--- src/rtl/force_cmd_seq.sv ---
// Force/release command sequencer: owns the per-element force-enable/value bank
// and inserts a settle window after every applied command.
module force_cmd_seq #(
  parameter int N          = 8,
  parameter int W          = 1,
  parameter int SETTLE_CYC = 2
) (
  input  logic           clk,
  input  logic           rst_n,
  input  logic           cmd_valid,
  output logic           cmd_ready,
  input  logic [1:0]     cmd_op,
  input  logic [5:0]     cmd_idx,
  input  logic [W-1:0]   cmd_val,
  output logic [N-1:0]   force_en,
  output logic [N*W-1:0] force_val,
  output logic [6:0]     force_cnt,
  output logic           busy,
  output logic           err
);
  localparam int CW = $clog2(N + 1);
  localparam int PW = $clog2(N);

  // Opcode 2'b00 is NOP: it is accepted and simply falls through every decode below.
  localparam logic [1:0] OP_FORCE   = 2'b01;
  localparam logic [1:0] OP_RELEASE = 2'b10;
  localparam logic [1:0] OP_REL_ALL = 2'b11;

  typedef enum logic [1:0] {IDLE = 2'd0, SWEEP = 2'd1, SETTLE = 2'd2} state_t;

  state_t         state_reg, state_next;
  logic [N-1:0]   en_reg, en_next;
  logic [N-1:0]   set_vec, clr_vec;
  logic [N*W-1:0] val_reg, val_next;
  logic [CW-1:0]  cnt_reg, cnt_next;
  logic [PW-1:0]  ptr_reg;
  logic [3:0]     settle_reg;
  logic           err_reg;
  logic           accept, idx_ok, do_force, do_release, do_rel_all, bad_cmd;
  logic           sweep_last, cnt_inc, cnt_dec;

  assign accept     = cmd_valid & cmd_ready;
  assign idx_ok     = ({1'b0, cmd_idx} < 7'(N));
  assign do_force   = accept && (cmd_op == OP_FORCE) && idx_ok;
  assign do_release = accept && (cmd_op == OP_RELEASE) && idx_ok;
  assign do_rel_all = accept && (cmd_op == OP_REL_ALL);
  assign bad_cmd    = accept && ((cmd_op == OP_FORCE) || (cmd_op == OP_RELEASE)) && !idx_ok;
  assign sweep_last = (ptr_reg == PW'(N - 1));

  genvar gi;
  generate
    for (gi = 0; gi < N; gi++) begin : g_elem
      assign set_vec[gi] = do_force && (cmd_idx == 6'(gi));
      assign clr_vec[gi] = (do_release && (cmd_idx == 6'(gi))) ||
                           ((state_reg == SWEEP) && (ptr_reg == PW'(gi)));
      assign en_next[gi] = set_vec[gi] | (en_reg[gi] & ~clr_vec[gi]);
      // A release keeps the last forced value so a later re-force starts from it.
      assign val_next[gi*W +: W] = set_vec[gi] ? cmd_val : val_reg[gi*W +: W];
    end
  endgenerate

  // At most one element changes per cycle, so the count moves by at most one.
  assign cnt_inc  = |(set_vec & ~en_reg);
  assign cnt_dec  = |(clr_vec & en_reg);
  assign cnt_next = cnt_reg + CW'(cnt_inc) - CW'(cnt_dec);

  always_ff @(posedge clk) begin
    if (!rst_n) begin
      state_reg <= IDLE;
    end else begin
      state_reg <= state_next;
    end
  end

  always_comb begin
    state_next = state_reg;
    case (state_reg)
      IDLE: begin
        if (do_force || do_release) begin
          state_next = SETTLE;
        end else if (do_rel_all) begin
          state_next = SWEEP;
        end
      end
      SWEEP:   if (sweep_last) state_next = SETTLE;
      SETTLE:  if (settle_reg == 4'd0) state_next = IDLE;
      default: state_next = IDLE;
    endcase
  end

  always_comb begin
    busy      = (state_reg != IDLE);
    cmd_ready = (state_reg == IDLE) && rst_n;
  end

  always_ff @(posedge clk) begin
    if (!rst_n) begin
      en_reg     <= '0;
      val_reg    <= '0;
      cnt_reg    <= '0;
      ptr_reg    <= '0;
      settle_reg <= '0;
      err_reg    <= 1'b0;
    end else begin
      en_reg  <= en_next;
      val_reg <= val_next;
      cnt_reg <= cnt_next;
      err_reg <= bad_cmd;
      if (state_reg == SWEEP) begin
        ptr_reg <= ptr_reg + PW'(1);
      end else begin
        ptr_reg <= '0;
      end
      // Load on entry; SETTLE then lasts SETTLE_CYC+1 cycles.
      if ((state_next == SETTLE) && (state_reg != SETTLE)) begin
        settle_reg <= 4'(SETTLE_CYC);
      end else if ((state_reg == SETTLE) && (settle_reg != 4'd0)) begin
        settle_reg <= settle_reg - 4'd1;
      end
    end
  end

  assign force_en  = en_reg;
  assign force_val = val_reg;
  assign force_cnt = 7'(cnt_reg);
  assign err       = err_reg;

endmodule

--- config.mk ---
export PLATFORM = sky130hd
export DESIGN_NAME = force_cmd_seq
export DESIGN_NICKNAME = d
export VERILOG_FILES = /design/src/rtl/force_cmd_seq.sv
export SDC_FILE = /design/constraint.sdc
export NUM_CORES = 1
export LEC_CHECK = 0
export ABC_AREA = 1
export CAP_MARGIN = 20
export CORE_MARGIN = 4
export CORE_UTILIZATION = 53
export CTS_CLUSTER_SIZE = 20
export DETAILED_ROUTE_END_ITERATION = 10
export PLACE_DENSITY = 0.86
export REMOVE_ABC_BUFFERS = 1
export SLEW_MARGIN = 10
export SYNTH_ARGS = -nofsm -noshare
export SYNTH_HDL_FRONTEND = slang
export SYNTH_SLANG_ARGS = --single-unit
export TNS_END_PERCENT = 30
--- constraint.sdc ---
create_clock -name clk -period 3.8 [get_ports clk]
set_input_delay 0.38 -clock clk [delete_from_list [all_inputs] [get_ports clk]]
set_output_delay 0.38 -clock clk [all_outputs]
set_load 0.01 [all_outputs]
After elaboration in Yosys (flattened, before gate mapping):

Index checks and enable logic that the tools add are counted.

* register bits after elaboration: 30
* input port bits: 12
* word-level logic and storage cells: 133

* $add $sub $neg: 4
* magnitude comparators: 1
* equality and inequality tests: 21
* multiplexer cells: 7
* bitwise gates (word level): 29
* reductions and logical operators: 56

Operators by type and width (count)
* logical AND 1 bit: 34
* == test 6 x 3 -> 1 bit (second input constant): 4
* AND 8 bit: 2
* OR reduction 8 bit: 2
* == test 3 bit (second input constant): 4
* == test 6 x 2 -> 1 bit (second input constant): 2
* 2-to-1 mux 2 bit: 6
* logical OR 1 bit: 10
* AND 1 bit: 9
* NOT 1 bit: 9
* == test 2 bit (second input constant): 4
* NOT 8 bit: 1
* OR 1 bit: 8
* == test 3 x 2 -> 1 bit (second input constant): 2
* == test 6 x 1 -> 1 bit (second input constant): 1
* logical NOT 6 bit: 1
* less-than comparator 6 x 4 -> 1 bit (second input constant): 1
* case mux 2 bit (3 select lines): 1
* adder 4 x 1 -> 4 bit: 1
* == test 2 x 1 -> 1 bit (second input constant): 2
* logical NOT 4 bit: 1
* nonzero test 2 bit: 2
* nonzero test 4 bit: 1
* subtractor 4 x 1 -> 4 bit: 1
* other kinds (9): 9

Longest topological paths before layout:

Gate-level depths: netlist (run 1).

* depth in word-level cells: 11
* gate-level depth with buffers: 18
* depth with buffers taken out: 17

Worst setup path after synthesis (run 1):

No wires, ideal clock.

* kind: input -> register
* from: input cmd_idx[4]
* to: register cnt_reg[2]
* arrival time: 2.212 ns
* data required time: 3.672 ns
* path slack: 1.461 ns
* stages: 18
* path buffers: 1
* path through: inv_2 -> nand2_4 -> nor2_2 -> nand2_2 -> nor2_8 -> buf_6 -> nand3_1 -> nand2_1 -> inv_1 -> nand2_1 -> nor2_1 -> ha_1 -> inv_1 -> ha_1 -> inv_1 -> fa_1 -> xor2_1 -> nor2_1

* longest elaborated chain between the ends: 7
* elaborated cells on any way between the ends: 41

Ends and longest elaborated chain
* from (decl): RTL line 13 `input logic [5:0] cmd_idx,`
* less-than comparator 6 x 4 -> 1 bit: RTL line 43 `assign idx_ok = ({1'b0, cmd_idx} < 7'(N));`
* logical AND 1 bit (on tied branches): RTL line 44, 45
* logical AND 1 bit (on tied branches): RTL line 53, 54
* AND 8 bit / logical OR 1 bit (equally long branches): RTL line 63, 54
* OR reduction 8 bit / AND 8 bit (equally long branches): RTL line 63, 64
* adder 4 x 1 -> 4 bit / OR reduction 8 bit (equally long branches): RTL line 65, 64
* subtractor 4 x 1 -> 4 bit (*): RTL line 65 `assign cnt_next = cnt_reg + CW'(cnt_inc) - CW'(cnt_dec);`
* to (signal assigned): RTL line 107 `cnt_reg <= cnt_next;`
* to (decl): RTL line 35 `logic [CW-1:0] cnt_reg, cnt_next;`

Every way passes the cells marked *; elsewhere a longest branch is shown, timed or not.
A chain may end at the register's enable or synchronous reset.

Final worst setup path (run 1):

* from: register state_reg[0]
* to: register cnt_reg[2]

* longest elaborated chain between the ends: 10
* elaborated cells on any way between the ends: 46

Ends and longest elaborated chain
* from (decl): RTL line 31 `state_t state_reg, state_next;`
* from (signal assigned): RTL line 71 `state_reg <= state_next;`
* logical NOT 2 bit: RTL line 93 `cmd_ready = (state_reg == IDLE) && rst_n;`
* logical AND 1 bit: RTL line 93
* AND 1 bit: RTL line 42 `assign accept = cmd_valid & cmd_ready;`
* logical AND 1 bit (on tied branches) (2 in a row): RTL line 44, 45
* logical AND 1 bit (on tied branches): RTL line 53, 54
* AND 8 bit / logical OR 1 bit (equally long branches): RTL line 63, 54
* OR reduction 8 bit / AND 8 bit (equally long branches): RTL line 63, 64
* adder 4 x 1 -> 4 bit / OR reduction 8 bit (equally long branches): RTL line 65, 64
* subtractor 4 x 1 -> 4 bit (*): RTL line 65

Marks and branches as above.

==> results of run 1 <==
==> critical path, delay by kind of cell (launching register included) <==
family        cells  cell delay (ns)
xor+xnor          1             0.14
fa+ha+maj         3             0.75
simple gates      8             1.15
buf+inv           3             0.19
flops             1             0.38
==> power by group through the flow <==
stage / combinational [W] / sequential, W / clock (W)
final: 0.0000475 / 0.000316 / 0.000200
after global routing: 0.0000521 / 0.000316 / 0.000220
after CTS: 0.0000477 / 0.000316 / 0.000202
after detailed placement: 0.0000474 / 0.000323 / 0
after global placement: 0.0000468 / 0.000323 / 0
after floorplan: 0.0000224 / 0.000324 / 0
==> routing by layer <==
metal  track usage [%]  share of wire, %  up-vias
met5                 0                 0        -
met4             5.823               1.1        0
met3             4.216               5.0        8
met2             36.39                52       37
met1             22.74                42      773
li1                  -                 -      891
==> final timing paths <==
kind / start / endpoint
worst max-delay path: state_reg[0] / cnt_reg[2]
worst min-delay path: force_val[3] / force_val[3]
worst max register to register: state_reg[0] / cnt_reg[2]
worst min register to register: force_val[3] / force_val[3]
==> synth_stat cells <==
cell type	n
conb_1	1
nor2_2	1
a21oi_2	1
nand2_4	1
buf_2	1
or2_2	1
o21ai_2	1
nand2_2	1
buf_4	3
nand3_1	31
nand3_4	1
inv_1	37
nand3b_1	4
nor3_1	1
nand2_1	69
inv_2	2
xor2_1	4
clkbuf_1	3
nor2_8	1
o21ai_0	3
fa_1	1
nor3_2	3
nor2_4	2
ha_1	14
dfxtp_1	30
buf_6	2
a21oi_1	21
nor2_1	24
==> cells by family after synthesis <==
logic type      count (synthesis)  share of synthesized area, %
other cells                     1                        0.2039
compound gates                 26                         7.483
fa+ha+maj                      15                         10.61
xor+xnor                        4                         1.905
flops                          30                         32.65
buf+inv                        48                         11.29
simple gates                  140                         35.85
==> cell type report <==
cell class	instances	area [um^2]	area share, %
flip-flops and latches	30	600.6	26.68
clock inverters	1	5.005	0.2223
multi-input cells	188	1039	46.14
well taps	46	57.56	2.557
repair buffers	35	347.8	15.45
inverters	39	146.4	6.504
clock buffers	7	55.05	2.446
==> stage by stage <==
| stage | hold WS, ns | area, um^2 | setup slack (ns) |
|---|---|---|---|
| final | 0.4653 | 2251 | 1.066 |
| after global routing | 0.4952 | 2251 | 0.8134 |
| after CTS | 0.4699 | 2251 | 1.071 |
| after detailed placement | 0.4550 | 2191 | 0.7574 |
| after global placement | 0.4504 | 2191 | 0.8072 |
| after floorplan | 0.4332 | 1785 | 1.415 |
==> flow_summary.ini, run 1 <==
[sta]
clock_skew_ns = 0.005332
rsz0062_at_grt = no
slew_violations = 0
setup_viol = 0
finalHoldViolCount = 0
tns_ns = 0
slew_headroom_pct = 54.77
finalCritPeriodShare_pct = 71.94
max_freq_ghz = 0.3658
period_minus_slack_ns = 2.734
tightest_slew_ns = 0.6760

[cells_and_area]
finalNetCount = 326
stdcell_count = 346
most-common-layout-cells = 69 x nand2_1, 37 x inv_1, 34 x clkdlybuf4s50_1, 31 x nand3_1, 30 x dfxtp_1
n_antenna_cell = 0
post-route-util_pct = 67.45
drive_above_1_share_pct = 7.667
area_growth_pct = 22.38
fillCellCount = 319
final_common_cell = nand2_1

[power_and_ir_drop]
p_comb_share_pct = 8.4
p_sw_share_pct = 24.62
power_switching_w = 0.0001388
internal_power_w = 0.0004248
seqPwrFrac_pct = 56.1
power_density_nw_per_um2 = 250.4
leakagePower_nw = 0.9645
peakVddDrop_v = 0.0002724
power_w = 0.0005636
clkPwrFrac_pct = 35.5

[yosys]
seq_area_frac_synth_pct = 32.65
syn_avg_cell_area_um2 = 6.967
synth.area.top_cells = dfxtp_1 33%, nand2_1 14%, ha_1 9.5%, nand3_1 8.4%, inv_1 7.6%
ys_ff_latch = 30
netlist.area_leader.share_pct = 32.65
synth_cell_type_count = 28
syn-instance-count = 264
yosys.area.top_type = dfxtp_1
yosys_warnings = 0
synth_area_um2 = 1839

[die]
rows = 21
core_um2 = 3337
fp.dieW_um = 66.91
start_util_pct = 55.12
dieArea_um2 = 4477
io_pins = 38
die_h_um = 66.91

[grt]
grt_max_degree = 26
first_global_vias = 1668
grt_antenna_before_repair = 0
grt_pass1_wl_um = 6727
grt.overflow.total = 0
grt_usage_pct = 19.82

[cts]
clk_pin_slew_ns = 0.10
clock_latency_ns = 0.33
cts_buffer_depth = 2
cts_num_sinks = 30
cts_hold_buffers = 0
cts_buffers = 5
cts_tree = built
cts_resized = 0
htree_levels = 2
postCtsSetupBuffers = 0
cts-root-buf = clkbuf_4

[worst_setup_path]
reg2reg_setup_slack_ns = 1.07
cp-start-kind = flop
rr_worst_depth = 15
critPathRequiredTime_ns = 4.00
slowest_delay_ns = 0.52
critical_path_class = reg -> reg
crit_fanout = 11
cpMostUsedCell = nand2_1
critPathCaptureType = flop
critPathArrivalTime_ns = 2.94
cp_cell_sequence = inv_1 -> nor2_1 -> nand3_1 -> nand2_1 -> nand2_1 -> nand2_1 -> nor2_1 -> nand2_1 -> ha_1 -> inv_1 -> ha_1 -> inv_1 -> fa_1 -> xor2_1 -> nor2_1
critPathSlowestCell = nor2_1

[drt]
via_per_inst = 4.939
wl_per_cell_um = 11.24
firstDrtPassIters = 4
vias = 1709
drtAntennaViolNets = 0
drc = 0
wl_um = 3888
first_iter_violations = 47

[placement]
dpl.cell_count = 338
post-dp-hpwl_um = 3112
gp_congestion = 0.8375
place.port_buffers = 34

[run]
max_cap_viol_count = 0

[hold_path]
whs_path_depth = 2
hold_path_class = reg -> reg

[outcome]
status = completed
No activity file was read; power rests on OpenSTA's default activity.
==> inputs of run 2 (changes only) <==
CORE_UTILIZATION = 51   (was 53)
PLACE_DENSITY = 0.84   (was 0.86)
clock period = 2.8 ns   (was 3.8 ns; I/O delays follow)
==> flow_summary.ini, run 2 (synthesis gave the netlist of run 1 again) <==
[run]
max_cap_viol_count = 0

[cts]
clock_latency_ns = 0.34
clk_pin_slew_ns = 0.09
cts_resized = 0
postCtsSetupBuffers = 0
cts_num_sinks = 30
cts_tree = built
cts_buffer_depth = 2
cts-root-buf = clkbuf_4
htree_levels = 2
cts_hold_buffers = 0
cts_buffers = 5

[cells_and_area]
finalNetCount = 341
area_growth_pct = 29.52
n_antenna_cell = 0
drive_above_1_share_pct = 12.38
post-route-util_pct = 69.74
most-common-layout-cells = 69 x nand2_1, 37 x inv_1, 34 x clkdlybuf4s50_1, 31 x nand3_1, 30 x dfxtp_1
stdcell_area_um2 = 2382
fillCellCount = 299
final_common_cell = nand2_1

[worst_setup_path]
reg2reg_setup_slack_ns = 0.33
cp_cell_sequence = clkdlybuf4s50_1 -> nor2_1 -> nand3_1 -> nor2_1 -> nand2_1 -> nand2_1 -> nand2_1 -> nand2_1 -> nor2_1 -> nand2_1 -> ha_1 -> inv_1 -> ha_1 -> inv_1 -> fa_1 -> xor2_1 -> nor2_1
crit_fanout = 4
critPathArrivalTime_ns = 2.72
slowest_delay_ns = 0.43
critical_path_class = in -> reg
cp-start-kind = input pin
critPathRequiredTime_ns = 3.03
critPathSlowestCell = clkdlybuf4s50_1
cpMostUsedCell = nand2_1
critPathCaptureType = flop

[sta]
finalCritPeriodShare_pct = 89.05
clock_skew_ns = 0.004335
period_minus_slack_ns = 2.493
rsz0062_at_grt = no
finalHoldViolCount = 0
slew_violations = 0
max_freq_ghz = 0.4011
setup_viol = 0
setup_ws_ns = 0.3066

[drt]
drtAntennaViolNets = 0
via_per_inst = 4.978
wl_per_cell_um = 11.71
vias = 1797
wl_um = 4227
drc = 0
first_iter_violations = 97
firstDrtPassIters = 4

[grt]
grt.overflow.total = 0
grt_usage_pct = 21.14
first_global_vias = 1759
grt_antenna_before_repair = 0
grt_max_degree = 22
grt_pass1_wl_um = 7410

[placement]
gp_congestion = 0.8259
place.port_buffers = 34
post-dp-hpwl_um = 3287
dp_slack_ns = -0.06339
post_dp_cell_area_um2 = 2303

[outcome]
status = completed

[die]
rows = 21
fp.dieW_um = 68.06
io_pins = 38
core_um2 = 3416
die_h_um = 68.06
dieArea_um2 = 4631
start_util_pct = 53.85

[power_and_ir_drop]
peakVddDrop_v = 0.0002445
power_density_nw_per_um2 = 343.4
leakagePower_nw = 1.052

[hold_path]
hold_path_class = reg -> reg
==> run 2: cell types whose count changed in the layout (fill, tap and decap cells not counted), sizes merged <==
cell    delta
clkinv     -1
clkbuf     +1
buf       +15
==> run 2: where the power goes <==
group / total (W) / internal [W] / leakage, nW / switching [W]
Sequential: 0.000429 / 0.000428 / 0.242 / 0.000000972
Clock: 0.000319 / 0.000171 / 0.0446 / 0.000148
Combinational: 0.0000698 / 0.0000310 / 0.766 / 0.0000389
Total: 0.000818 / 0.000630 / 1.05 / 0.000188
==> run 2: routing by layer <==
metal | share of wire (%) | up-vias | GRT usage [%]
met3 | 4.7 | 9 | 4.433
met5 | 0 | - | 0
li1 | - | 921 | -
met1 | 43 | 820 | 23.90
met2 | 51 | 47 | 37.79
met4 | 1.4 | 0 | 9.429
==> run 2: worst paths after layout <==
check             cells past startpoint            to          from
setup / recovery                     17    cnt_reg[2]    cmd_idx[5]
hold / removal                        2  force_val[4]  force_val[4]
hold reg to reg                       2  force_val[4]  force_val[4]
setup reg to reg                     15    cnt_reg[2]    ptr_reg[0]
==> run 2: layout make-up <==
type	count	area (um^2)	share of cell area, %
Multi-Input combinational cell	188	1039	43.59
Sequential cell	30	600.6	25.21
Tap cell	46	57.56	2.416
Inverter	39	146.4	6.145
Timing Repair Buffer	50	460.4	19.33
Clock buffer	8	78.83	3.309
==> run 2: critical path: cells and delay by family <==
| kind | cells | cell delay, ns |
|---|---|---|
| buffers and inverters | 3 | 0.54 |
| xor gates and xnor gates | 1 | 0.14 |
| and+or+nand+nor | 10 | 1.03 |
| adders and majority gates | 3 | 0.74 |
==> run 2: through the flow <==
stage          instances  hold slack (ns)  total power [W]  TNS [ns]
4_1_cts              361           0.4645        0.0008248         0
3_3_place_gp         353           0.4499        0.0005068  -0.01842
5_1_grt              361           0.4864        0.0008580         0
3_5_place_dp         353           0.4506        0.0005082   -0.1106
6_report             361           0.4630        0.0008180         0
2_1_floorplan        257           0.3735        0.0004694         0
==> inputs of run 3 (changes only) <==
CORE_MARGIN = unset   (was 4)
CTS_CLUSTER_DIAMETER = 60   (was unset)
SKIP_CTS_REPAIR_TIMING = 1   (was unset)
==> flow_summary.ini, run 3 (synthesis gave the netlist of run 1 again) <==
[outcome]
status = completed

[cts]
cts-root-buf = clkbuf_4
cts_buffer_depth = 2
clk_pin_slew_ns = 0.09
cts_tree = built
clock_latency_ns = 0.34
cts_num_sinks = 30
cts_buffers = 5
htree_levels = 2

[worst_setup_path]
critPathSlowestCell = clkdlybuf4s50_1
cp_cell_sequence = clkdlybuf4s50_1 -> inv_1 -> ha_1 -> nand3_1 -> nor2_4 -> nand2_1 -> nand2_1 -> nand2_1 -> nand2_1 -> nor2_1 -> nand2_1 -> ha_1 -> inv_1 -> ha_1 -> inv_1 -> fa_1 -> xor2_1 -> nor2_1
crit_fanout = 9
critPathRequiredTime_ns = 3.03
slowest_delay_ns = 0.51
cpMostUsedCell = nand2_1
critPathCaptureType = flop
rr_worst_depth = 16
cp-start-kind = input pin
critical_path_class = in -> reg
crit_family = adder cells
critPathArrivalTime_ns = 2.75
path_buf_inv = 4
cp.depth = 18

[sta]
period_minus_slack_ns = 2.523
finalCritPeriodShare_pct = 90.11
slew_violations = 0
setup_ws_ns = 0.2769
rsz0062_at_grt = no
max_freq_ghz = 0.3963
clock_skew_ns = 0.006669
finalHoldViolCount = 0
setup_viol = 0
whs_ns = 0.4634

[drt]
wl_per_cell_um = 10.58
drtAntennaViolNets = 0
firstDrtPassIters = 4
first_iter_violations = 56
vias = 1779
via_per_inst = 4.887
drc = 0
wl_um = 3852

[power_and_ir_drop]
peakVddDrop_v = 0.0002584
power_w = 0.0008561
power_density_nw_per_um2 = 354.5
leakagePower_nw = 1.071

[cells_and_area]
stdcell_count = 364
finalNetCount = 345
final_common_cell = nand2_1
most-common-layout-cells = 69 x nand2_1, 37 x inv_1, 34 x clkdlybuf4s50_1, 31 x nand3_1, 30 x dfxtp_1
n_antenna_cell = 0
post-route-util_pct = 71.24
drive_above_1_share_pct = 13.21
area_growth_pct = 31.29

[hold_path]
whs_path_depth = 2
hold_path_class = reg -> reg

[placement]
dp_slack_ns = -0.07093
post-dp-hpwl_um = 2995
gp_congestion = 0.8750
place.port_buffers = 34
dpl.cell_count = 357

[die]
die_h_um = 62.06
rows = 21
core_um2 = 3390
io_pins = 38
fp.dieW_um = 62.06
dieArea_um2 = 3851
start_util_pct = 54.26

[grt]
grt.overflow.total = 0
grt_usage_pct = 22.49
first_global_vias = 1538
grt_antenna_before_repair = 0
grt_pass1_wl_um = 6168
grt_max_degree = 22

[run]
max_cap_viol_count = 0
==> run 3: changes by cell type in the layout (fill, tap and decap cells not counted) <==
cell and delta:
clkbuf_8 -2, bufinv_16 +1, buf_4 +4
==> run 3: worst paths after layout <==
kind                     start      endpoint  slack (ns)
setup reg to reg  state_reg[1]    cnt_reg[2]        0.37
hold reg to reg   force_val[3]  force_val[3]        0.46
hold / removal    force_val[3]  force_val[3]        0.46
setup / recovery     cmd_op[0]    cnt_reg[2]        0.28
==> run 3: tightest hold or removal path, cell delays in order (launching register included) <==
cell	delay (ns)
dfxtp_1	0.32
nand2_1	0.06
a21oi_1	0.05
==> run 3: report_power, final <==
group          leakage, nW  internal, W  switching, W
combinational        0.785    0.0000319     0.0000388
sequential           0.242     0.000428   0.000000876
clock               0.0443     0.000208      0.000149
==> run 3: routing by layer <==
layer / vias up / part of all wire [%] / GRT usage [%] / wire length [um]
met4: 0 / 2.6 / 11.11 / 99
met3: 12 / 4.3 / 6.418 / 165
met2: 46 / 48 / 39.67 / 1836
met1: 792 / 45 / 24.55 / 1750
met5: - / 0 / 0 / 0
li1: 929 / - / - / -
==> run 3: final cells by class <==
class,instances,area [um^2]
repair buffers,54,490.5
well taps,46,57.56
clock inverters,1,30.03
multi-input cells,188,1039
inverters,39,146.4
fillers,286,974.7
flip-flops and latches,30,600.6
clock buffers,6,51.30
==> run 3: stage by stage <==
step	cell area [um^2]	TNS, ns
after global placement	2333	-0.07095
after global routing	2415	0
after CTS	2415	0
final	2415	0
after floorplan	1785	0
after detailed placement	2333	-0.1160
